File: src/rtl/prog_mem_loader.sv
// 64x8 unified program/data memory with a zero-fill sweep and a byte-stream
// program loader that holds the processor in reset until the program is in.
module prog_mem_loader #(
   parameter int AW    = 6,
   parameter int DW    = 8,
   parameter int DEPTH = 2**AW
) (
   input  logic          clk,
   input  logic          clr_n,
   input  logic          load_valid,
   input  logic [DW-1:0] load_data,
   input  logic          load_last,
   output logic          load_ready,
   input  logic          reload,
   input  logic [AW-1:0] cpu_addr,
   input  logic          cpu_we,
   input  logic [DW-1:0] cpu_wdata,
   output logic [DW-1:0] cpu_rdata,
   output logic          cpu_rst_n,
   output logic [1:0]    state,
   output logic [AW:0]   words_loaded
);

   typedef enum logic [1:0] {
      CLEAR = 2'b00,
      LOAD  = 2'b01,
      RUN   = 2'b10
   } state_t;

   state_t        state_q, state_nxt;
   logic [AW-1:0] ptr_q, ptr_nxt;
   logic [AW:0]   wl_q, wl_nxt;

   logic          mem_we;
   logic [AW-1:0] mem_waddr;
   logic [DW-1:0] mem_wdata;
   logic [DW-1:0] mem [DEPTH];

   always_ff @(posedge clk or negedge clr_n) begin
      if (!clr_n) begin
         state_q <= CLEAR;
         ptr_q   <= '0;
         wl_q    <= '0;
      end else begin
         state_q <= state_nxt;
         ptr_q   <= ptr_nxt;
         wl_q    <= wl_nxt;
      end
   end

   // Loader handshake: a byte transfers on a posedge where load_valid and
   // load_ready are both high; load_last is only meaningful on such a beat.
   // reload wins over everything, so ready drops and CPU writes are dropped.
   always_comb begin
      state_nxt  = state_q;
      ptr_nxt    = ptr_q;
      wl_nxt     = wl_q;
      mem_we     = 1'b0;
      mem_waddr  = ptr_q;
      mem_wdata  = '0;
      load_ready = 1'b0;
      if (reload) begin
         state_nxt = CLEAR;
         ptr_nxt   = '0;
         wl_nxt    = '0;
      end else begin
         case (state_q)
            CLEAR: begin
               mem_we  = 1'b1;
               ptr_nxt = ptr_q + 1'b1;
               if (ptr_q == AW'(DEPTH-1)) begin
                  ptr_nxt   = '0;
                  state_nxt = LOAD;
               end
            end
            LOAD: begin
               load_ready = 1'b1;
               if (load_valid) begin
                  mem_we    = 1'b1;
                  mem_wdata = load_data;
                  ptr_nxt   = ptr_q + 1'b1;
                  wl_nxt    = wl_q + 1'b1;
                  if (load_last || ptr_q == AW'(DEPTH-1)) begin
                     ptr_nxt   = '0;
                     state_nxt = RUN;
                  end
               end
            end
            RUN: begin
               if (cpu_we) begin
                  mem_we    = 1'b1;
                  mem_waddr = cpu_addr;
                  mem_wdata = cpu_wdata;
               end
            end
            default: state_nxt = CLEAR;
         endcase
      end
   end

   always_ff @(posedge clk) begin
      if (mem_we) mem[mem_waddr] <= mem_wdata;
   end

   // Zero-latency read: the processor samples data_in in the same cycle.
   assign cpu_rdata    = mem[cpu_addr];
   assign cpu_rst_n    = (state_q == RUN);
   assign state        = state_q;
   assign words_loaded = wl_q;

endmodule

File: config.mk
export PLATFORM = sky130hd
export DESIGN_NAME = prog_mem_loader
export DESIGN_NICKNAME = d
export VERILOG_FILES = /design/src/rtl/prog_mem_loader.sv
export SDC_FILE = /design/constraint.sdc
export NUM_CORES = 1
export LEC_CHECK = 0
export BUFFER_PORTS_ARGS = -buffer_cell sky130_fd_sc_hd__buf_2
export CORE_UTILIZATION = 55
export CTS_BUF_LIST = sky130_fd_sc_hd__clkbuf_16
export DETAILED_ROUTE_END_ITERATION = 10
export GPL_ROUTABILITY_DRIVEN = 0
export PLACE_DENSITY = 0.75
export SLEW_MARGIN = 30
export SYNTH_ARGS = -nofsm -noshare
export SYNTH_HDL_FRONTEND = slang
export SYNTH_SLANG_ARGS = --single-unit
File: constraint.sdc
create_clock -name clk -period 3.8 [get_ports clk]
set_clock_uncertainty 0.05 [all_clocks]
set_input_delay 0.76 -clock clk [delete_from_list [all_inputs] [get_ports clk]]
set_output_delay 0.76 -clock clk [all_outputs]
set_load 0.03 [all_outputs]
==> metrics.txt <==
Ant. Diodes 0; Slew @ Worst Pin 954 ps; status complete, no violations; WL final roughly 48 mm; Post-synth top flop edfxtp_1; pwr dens a little over 500 nW/um^2; post-DR wirelength/cell 26.4 um; Worst-Skew Late Latency approximately 550 ps; Mean Syn Cell Area 19.7 um^2; Die Ht ~200 um; R2R Setup Slk between 600 and 700 ps; Slew headroom around 36%; RR Endpoint mem[43][5]; final slew viol count 0; RSZ-0062 raised after global routing no; # clock sinks roughly 530; first-pass GRT wire length around 71 mm; Slowest-stage cell, CP nor3_1; max_cap viols 0; post-CTS setup buffer count 0; clock tree root buffer cell clkbuf_16; Slowest Stage Delay on Critical Path 490 ps; num rows roughly 70; yosys warns 0; Starting DRT DRC Count roughly 1200; GRT Overall Usage about a quarter; CTS max path bufs 3; share of cells above drive strength 1 a little under a third; via/cell ratio 6.12; Hold WS 62.8 ps; CP arrival around 2900 ps; CTS Buf Count ~50; sequential fraction of the synthesis area around three quarters; GRT Residual Overflow 0; EDFF count, synth 512; critical path class primary input to output port; Port Buffer Count 46; Reg clk slew, reported paths about 60 ps; worst r2r src state[0]; count of cell types in the netlist 48; final antenna-violating net count 0; pre-CTS WS -214 ps; worst-path fanout max approximately 40; H-tree depth 2; final period utilization a little over nine tenths; CTS tree built; largest net degree at the start of global routing 65; Resized cells post-CTS 4; # placed instances between 1500 and 2000; crit start category primary input; CP endpoint kind output port; worst path required time roughly 3000 ps; # fillers 2521; Final nets about 1300; CTS hold repair buffers 0; Die X 198 um; router iterations before antenna repair 5; post-DP HPWL about 30 mm; cells along the critical path buf_16 -> buf_12 -> nor3_1 -> a221oi_1 -> a211oi_1 -> a21o_1 -> buf_2; leakage power just over 8 nW; Starting Density 55.8%; I/O pins 47; DRC errors left 0; worst reg2reg path depth 7; Setup Viol. Count Final 0; fmax around 0.27 GHz; commonest non-fill, non-tap cells in the layout 512 x edfxtp_1, 134 x buf_4, 118 x mux4_2; Seq cells post-synth 527; Area Growth Syn to Fin 16.3%; Tot Pwr roughly 12 mW; Final Hold Vio Count 0; asr flop ratio synth approximately 2.8%; crit path time final about 3700 ps; Final Non-Filler Cells 1802; Die ar. 39000 um^2; via count ~11000; post-synthesis net count 1102; Final WS setup between 70 and 80 ps; Post-Synthesis Cells 1067; commonest non-fill, non-tap cell in the layout edfxtp_1; Core Area between 30000 and 40000 um^2; antenna violations before repair 0; vias in the first global route 11100; maximum VDD drop 0.351 mV; Post-Syn Area about 21000 um^2; worst hold path type primary input to asynchronous set/reset pin
Yosys cell counts (2+ instances only):
cell / count / area share (%)
a211oi_1: 11 / 0.39
a21o_1: 3 / 0.11
a21oi_1: 15 / 0.36
a221oi_1: 4 / 0.17
a22oi_1: 12 / 0.43
a32o_1: 2 / 0.095
and2_1: 2 / 0.060
buf_1: 4 / 0.071
buf_2: 17 / 0.40
buf_4: 9 / 0.32
clkbuf_1: 22 / 0.39
dfrtp_1: 15 / 1.8
edfxtp_1: 512 / 73
ha_1: 7 / 0.42
inv_1: 5 / 0.089
mux2_2: 26 / 1.4
mux2i_1: 20 / 0.95
mux4_1: 3 / 0.37
mux4_2: 118 / 13
nand2_1: 36 / 0.64
nand2b_1: 11 / 0.33
nand3_1: 13 / 0.31
nand3b_1: 5 / 0.18
nand4_1: 3 / 0.089
nor2_1: 92 / 1.6
nor2b_1: 13 / 0.39
nor3_1: 7 / 0.17
o21a_1: 4 / 0.14
o21ai_0: 24 / 0.57
o21bai_1: 2 / 0.071
o221ai_1: 5 / 0.21
o22ai_1: 21 / 0.62
o2bb2ai_1: 3 / 0.13
o31ai_1: 2 / 0.071
or3_1: 3 / 0.089
xor2_1: 4 / 0.17
critical path, delay by kind of cell:
family / cells / cell delay (ps)
AO/OA/AOI/OAI: 3 / 990
buffers and inverters: 3 / 650
AND/OR/NAND/NOR: 1 / 490
routing by layer:
metal,part of all wire (%),global-route usage (%)
met1,40,36.1
met2,49,40.1
met3,7.1,3.47
met4,3.8,9.65
met5,0,0
state kept, by name, indices dropped and copies added, names as in the netlist:
signal / flops
mem: 512
state: 2
ptr_q: 6
words_loaded: 7
cell type report:
class	instances	area, um^2	area share (%)
clock buffer	51	1280	5.22
clock inverter	37	245	1.00
inverter	5	18.8	0.0768
multi-input combinational	481	5030	20.6
sequential	527	15800	64.4
tap	511	639	2.62
timing repair buffer	190	1480	6.06
cells by family (layout without fill, tap and decap cells):
family,after synthesis,count (layout),synth area share [%]
AOI/OAI and AO/OA,113,113,3.57
muxes,167,167,15.4
adders and majority gates,7,7,0.417
xor gates and xnor gates,5,5,0.208
buffers and inverters,59,283,1.43
DFF,527,527,74.9
and+or+nand+nor,189,189,4.09
metrics by stage:
| stage | utilization (%) | cell area, um^2 | setup TNS [ps] |
|---|---|---|---|
| after floorplan | - | 21000 | 0 |
| after global placement | 60.8 | 22900 | -309 |
| after detailed placement | 60.8 | 22900 | -468 |
| after CTS | 64.9 | 24400 | 0 |
| after global routing | 64.9 | 24400 | 0 |
| final | 64.9 | 24400 | 0 |
worst max path at each step:
stage                      from           end  slack, ps  cells after the start
floorplan              state[0]     mem[0][0]         60                      6
global placement    cpu_addr[0]  cpu_rdata[7]       -180                      8
detailed placement  cpu_addr[0]  cpu_rdata[7]       -210                      8
CTS                 cpu_addr[0]  cpu_rdata[7]        100                      8
global route        cpu_addr[0]  cpu_rdata[4]         40                      7
finish              cpu_addr[0]  cpu_rdata[7]         80                      7
power breakdown:
group	total, mW	internal, mW	switching, mW
logic	1.22	0.437	0.783
clock network	4.64	2.62	2.01
registers	6.59	6.53	0.0551
No activity file was read; power rests on OpenSTA's default activity.
